`config.mk`:
```
export PLATFORM = sky130hd
export DESIGN_NAME = prefetch_unit
export DESIGN_NICKNAME = d
export VERILOG_FILES = /design/src/rtl/prefetch_unit_pkg.sv /design/src/rtl/prefetch_unit_fetch_queue.sv /design/src/rtl/prefetch_unit.sv
export SDC_FILE = /design/constraint.sdc
export NUM_CORES = 1
export LEC_CHECK = 0
export BUFFER_PORTS_ARGS = -buffer_cell sky130_fd_sc_hd__buf_2
export CORE_AREA = 2 2 189 191
export CTS_CLUSTER_SIZE = 24
export DETAILED_ROUTE_END_ITERATION = 10
export DIE_AREA = 0 0 191 193
export GPL_TIMING_DRIVEN = 0
export PLACE_DENSITY = 0.62
export SLEW_MARGIN = 10
export SYNTH_ARGS = -nofsm -noshare
export SYNTH_HDL_FRONTEND = slang
export SYNTH_HIERARCHICAL = 1
export SYNTH_SLANG_ARGS = --single-unit
```
`constraint.sdc`:
```
create_clock -name clk -period 4.51 [get_ports clk]
set_input_delay 0.451 -clock clk [delete_from_list [all_inputs] [get_ports clk]]
set_output_delay 0.451 -clock clk [all_outputs]
set_load 0.03 [all_outputs]
```
`src/rtl/prefetch_unit_pkg.sv`:
```
// Shared types and constants for the instruction prefetch unit.
package prefetch_unit_pkg;

  localparam int INSTR_STEP    = 4;
  localparam int PF_ADDR_WIDTH = 32;
  localparam int PF_DATA_WIDTH = 32;

  // Queue entry at the default widths; the top re-declares the same shape at its own widths.
  typedef struct packed {
    logic [PF_ADDR_WIDTH-1:0] pc;
    logic [PF_DATA_WIDTH-1:0] data;
  } fetch_entry_t;

endpackage

```
`src/rtl/prefetch_unit_fetch_queue.sv`:
```
// Registered FIFO of fetched {pc, data} entries with synchronous flush; no bypass path.
module fetch_queue
  import prefetch_unit_pkg::*;
#(
  parameter int  DEPTH   = 4,
  parameter type entry_t = fetch_entry_t
) (
  input  logic                   clk,
  input  logic                   rst,
  input  logic                   flush,
  input  logic                   push,
  input  entry_t                 push_entry,
  input  logic                   pop,
  output logic                   head_valid,
  output entry_t                 head_entry,
  output logic [$clog2(DEPTH):0] count
);

  localparam int PW = $clog2(DEPTH);
  localparam int CW = PW + 1;

  entry_t        mem [DEPTH];
  logic [PW-1:0] wr_ptr;
  logic [PW-1:0] rd_ptr;
  logic          do_pop;

  assign do_pop     = pop && (count != '0);
  assign head_valid = (count != '0);
  assign head_entry = mem[rd_ptr];

  always_ff @(posedge clk) begin
    if (rst || flush) begin
      wr_ptr <= '0;
      rd_ptr <= '0;
      count  <= '0;
    end else begin
      if (push) wr_ptr <= wr_ptr + PW'(1);
      if (do_pop) rd_ptr <= rd_ptr + PW'(1);
      count <= count + CW'(push) - CW'(do_pop);
    end
  end

  always_ff @(posedge clk) begin
    if (push && !flush) mem[wr_ptr] <= push_entry;
  end

endmodule

```
`src/rtl/prefetch_unit.sv`:
```
// Sequential instruction prefetcher: credit-limited fetch requests, in-order responses
// into a small queue, redirect flush with drop counting of stale responses.
module prefetch_unit
  import prefetch_unit_pkg::*;
#(
  parameter int                    DATA_WIDTH = 32,
  parameter int                    ADDR_WIDTH = 32,
  parameter int                    DEPTH      = 4,
  parameter logic [ADDR_WIDTH-1:0] RESET_PC   = '0
) (
  input  logic                  clk,
  input  logic                  rst,
  output logic                  imem_req_valid,
  input  logic                  imem_req_ready,
  output logic [ADDR_WIDTH-1:0] imem_req_addr,
  input  logic                  imem_rsp_valid,
  input  logic [DATA_WIDTH-1:0] imem_rsp_data,
  input  logic                  redirect_valid,
  input  logic [ADDR_WIDTH-1:0] redirect_pc,
  output logic                  instr_valid,
  input  logic                  instr_ready,
  output logic [DATA_WIDTH-1:0] instr_data,
  output logic [ADDR_WIDTH-1:0] instr_pc,
  output logic                  rsp_err
);

  localparam int                    CW        = $clog2(DEPTH) + 1;
  localparam logic [ADDR_WIDTH-1:0] STEP      = ADDR_WIDTH'(INSTR_STEP);
  localparam logic [ADDR_WIDTH-1:0] ALIGN_MSK = ~ADDR_WIDTH'(3);

  typedef struct packed {
    logic [ADDR_WIDTH-1:0] pc;
    logic [DATA_WIDTH-1:0] data;
  } entry_t;

  logic [ADDR_WIDTH-1:0] pc_q, pc_n;
  logic [ADDR_WIDTH-1:0] rsp_pc_q, rsp_pc_n;
  logic [CW-1:0]         out_q, out_n, drop_q, drop_n;
  logic [CW-1:0]         out_dec, drop_dec, q_count;
  logic [CW+1:0]         credit_used;
  logic                  run_q, rsp_err_q;
  logic                  rsp_drop, rsp_live, rsp_stray;
  logic                  xfer, push, pop;
  entry_t                push_entry, head_entry;

  // Queue slots, live requests and requests still owed a discard all consume credit.
  assign credit_used    = (CW+2)'(q_count) + (CW+2)'(out_q) + (CW+2)'(drop_q);
  assign imem_req_valid = run_q && !redirect_valid && (credit_used < (CW+2)'(DEPTH));
  assign imem_req_addr  = pc_q;
  assign xfer           = imem_req_valid && imem_req_ready;

  assign rsp_drop  = imem_rsp_valid && (drop_q != '0);
  assign rsp_live  = imem_rsp_valid && (drop_q == '0) && (out_q != '0);
  assign rsp_stray = imem_rsp_valid && (drop_q == '0) && (out_q == '0);
  assign drop_dec  = drop_q - CW'(rsp_drop);
  assign out_dec   = out_q - CW'(rsp_live);

  assign push = rsp_live && !redirect_valid;
  assign pop  = instr_valid && instr_ready && !redirect_valid;

  // Live responses come back in order after the last redirect, so one running PC labels them.
  always_comb begin
    push_entry.pc   = rsp_pc_q;
    push_entry.data = imem_rsp_data;
    if (redirect_valid) begin
      pc_n     = redirect_pc & ALIGN_MSK;
      rsp_pc_n = redirect_pc & ALIGN_MSK;
      drop_n   = drop_dec + out_dec;
      out_n    = '0;
    end else begin
      pc_n     = xfer ? pc_q + STEP : pc_q;
      rsp_pc_n = rsp_live ? rsp_pc_q + STEP : rsp_pc_q;
      drop_n   = drop_dec;
      out_n    = out_dec + CW'(xfer);
    end
  end

  always_ff @(posedge clk) begin
    if (rst) begin
      pc_q      <= RESET_PC;
      rsp_pc_q  <= RESET_PC;
      out_q     <= '0;
      drop_q    <= '0;
      rsp_err_q <= 1'b0;
      run_q     <= 1'b0;
    end else begin
      pc_q      <= pc_n;
      rsp_pc_q  <= rsp_pc_n;
      out_q     <= out_n;
      drop_q    <= drop_n;
      rsp_err_q <= rsp_err_q || rsp_stray;
      run_q     <= 1'b1;
    end
  end

  fetch_queue #(
    .DEPTH   (DEPTH),
    .entry_t (entry_t)
  ) u_fetch_queue (
    .clk        (clk),
    .rst        (rst),
    .flush      (redirect_valid),
    .push       (push),
    .push_entry (push_entry),
    .pop        (pop),
    .head_valid (instr_valid),
    .head_entry (head_entry),
    .count      (q_count)
  );

  assign instr_data = head_entry.data;
  assign instr_pc   = head_entry.pc;
  assign rsp_err    = rsp_err_q;

endmodule

```
==> impl_metrics.toml <==
[run_status]
outcome = "finished, final reports clean"

[layout]
drive_above_1_share = 0.284
final_nets = 1167
fin_area_sq_um = 16500
insertedDiodeCount = 0
area_growth_pct = 19.8
fillCellCount = 3085
stdcell_count = 1562

[setup_path]
crit_path_start_kind = "register"
critPathMaxFanout = 10
slowest_stage = "fa_1"
worstPathCellList = "inv_1 -> fa_1 -> inv_1 -> fa_1 -> nor2b_1 -> o32a_1 -> clkbuf_1 -> nand2_1 -> inv_1 -> clkbuf_1 -> ha_1 -> ha_1 -> and3_1"
critPathArrivalTime_ns = 4.18
worstSetupEndpointType = "register"
crit_top_cell = "inv_1"
timing_worst_setup_path_type = "register to register"
max_stage_delay_ns = 0.54
critical_path_required_ns = 4.92

[drt]
vias = 8238
wl_per_cell_um = 20.6
ant_nets = 0
drc = 0
wl_mm = 32.2
drtIter0Drc = 483
dr.pass1.iters = 5
avgViaCountPerCell = 5.27

[clock_tree]
ctsHoldBuffers = 0
cts_sinks = 333
cts_buffers = 36
path_clk_slew_ns = 0.06
cts_tree = "done"
worstSkewPairLatency_ns = 0.51
cts-htree-levels = 2
cts_setup_buffers = 0
clock_path_buffers = 3
root_buffer = "clkbuf_16"
cts_resized = 0

[logic_synthesis]
async_flop_share = 0
synth-main-ff-cell = "edfxtp_1"
synth_common_cells = "256 x edfxtp_1, 77 x dfxtp_1, 60 x mux4_2, 40 x nand2_1, 34 x inv_1"
yosysWarnings = 6
ys_types = 57
synth-edff-count = 256
syn_area_per_cell_sq_um = 16.0
synth_top_area_cell = "edfxtp_1"
synth.area.top_cells = "edfxtp_1 56%, dfxtp_1 11%, mux4_2 9.8%"
synth.most_common_cell = "edfxtp_1"
synthCells = 861
yosysSeqAreaShare = 0.669
syn-cell-area_sq_um = 13800
synth.top_cell.area_share = 0.557
synth_seq_cells = 333

[timing]
slew_viol_final = 0
hold_violations = 0
fmax_mhz = 265
rsz0062_at_grt = "no"
setup_violations = 0
slew-limit-headroom = 0.544
post-route-period-util = 0.836
fin_crit_ns = 3.77
worst_pin_slew_ns = 0.678
clock_skew_ns = 0.0157

[global_route]
grt_pass1_wl_mm = 48.8
track_usage = 0.175
antenna_found_initial = 0
met3_usage = 0.0355
grtUsageMet1 = 0.241
grt_max_degree = 47
grt_pass1_vias = 8261
grt.busiest_layer = "met2"
globalRouteMet2Util = 0.288
grt_overflow = 0

[placement]
routabilityCongestion = 0.902
placed_cell_area_sq_um = 15300
dpl.cell_count = 1498
dp_hpwl_mm = 22.0
port_buffers = 163

[pwr]
power.density_nw_per_um2 = 411
ir_drop_mv = 0.226
power_leakage_nw = 5.68

[floorplanning]
coreArea_sq_um = 35000
chipWidth_um = 191
row_count = 69
initial_utilization = 0.395
ios = 169
die_h_um = 193
fp.dieArea_sq_um = 36900

[job]
maxCapViolCount = 0

[hold_path]
hold_path.class = "primary input to register"
## registers in the layout, indices dropped and copies added, names as in the netlist, 2 cells and up, named ones only
signal	flops
u_fetch_queue/count	3
u_fetch_queue/wr_ptr	2
imem_req_addr	30
out_q	3
drop_q	3
u_fetch_queue/mem	256
u_fetch_queue/rd_ptr	2
rsp_pc_q	30
## power by group
| group | leakage [nW] | internal [W] | switching [W] |
|---|---|---|---|
| clock network | 0.595 | 0.00180 | 0.00115 |
| registers | 2.95 | 0.00336 | 0.0000864 |
| logic | 2.13 | 0.000152 | 0.000250 |
## final cells by class
cell class | instances | area (sq um) | share of cell area
Buffer | 44 | 290 | 0.0176
Tap cell | 461 | 577 | 0.0349
Timing Repair Buffer | 167 | 926 | 0.0560
Inverter | 34 | 128 | 0.00772
Clock inverter | 21 | 226 | 0.0137
Sequential cell | 333 | 9230 | 0.558
Clock buffer | 43 | 958 | 0.0580
Multi-Input combinational cell | 459 | 4190 | 0.254
## critical path, delay by kind of cell (launching register included)
family | cells | cell delay [ns]
and+or+nand+nor | 3 | 0.51
buffers and inverters | 5 | 1.12
adders and majority gates | 4 | 1.42
DFF | 1 | 0.44
AOI/OAI and AO/OA | 1 | 0.17
## worst paths after layout
kind                                        start                  endpoint  slack, ns  depth (start not counted)
worst max-delay path                     out_q[2]                  out_q[1]       0.74                         13
worst min register to register  imem_req_addr[29]         imem_req_addr[29]       0.51                          2
worst min-delay path            imem_rsp_data[15]  u_fetch_queue/mem[2][15]       0.16                          1
worst max register to register           out_q[2]                  out_q[1]       0.74                         13
## placed cells by master (no fill, tap or decap), types with 18 or more instances in the layout
cell type	synthesis	final
mux4_2	60	60
a21boi_0	19	19
nand4_1	21	21
xnor2_1	24	24
nand2_1	40	40
buf_2	9	172
clkbuf_1	24	29
dfxtp_1	77	77
nor3_1	18	18
nor2_1	31	31
inv_1	34	34
edfxtp_1	256	256
nand3_1	22	22
clkbuf_16	0	37
o21a_1	21	21
## per-layer routing
metal,share of wire,vias to the layer above
met3,0.072,42
met5,0,-
met2,0.48,273
met4,0.018,0
li1,-,3827
met1,0.44,4096
## metrics by stage
stage	setup TNS (ns)	hold slack [ns]	total power, W	util	setup slack (ns)
2_1_floorplan	0	0.460	0.00374	-	0.801
3_3_place_gp	-311.63	0.495	0.00390	0.435	-1.24
3_5_place_dp	0	0.495	0.00391	0.439	0.728
4_1_cts	0	0.142	0.00688	0.473	0.766
5_1_grt	0	0.149	0.00703	0.473	0.458
6_report	0	0.161	0.00680	0.473	0.742
## cell families (layout without fill, tap and decap cells)
kind of cell / after synthesis / after routing / share of synthesized area
simple gates: 207 / 207 / 0.0832
mux: 70 / 70 / 0.110
buf+inv: 78 / 309 / 0.0303
fa+ha+maj: 22 / 22 / 0.0227
other cells: 1 / 10 / 0.000272
xor+xnor: 37 / 37 / 0.0246
compound gates: 113 / 113 / 0.0599
flops: 333 / 333 / 0.669
(Power assumes the default switching activity.)
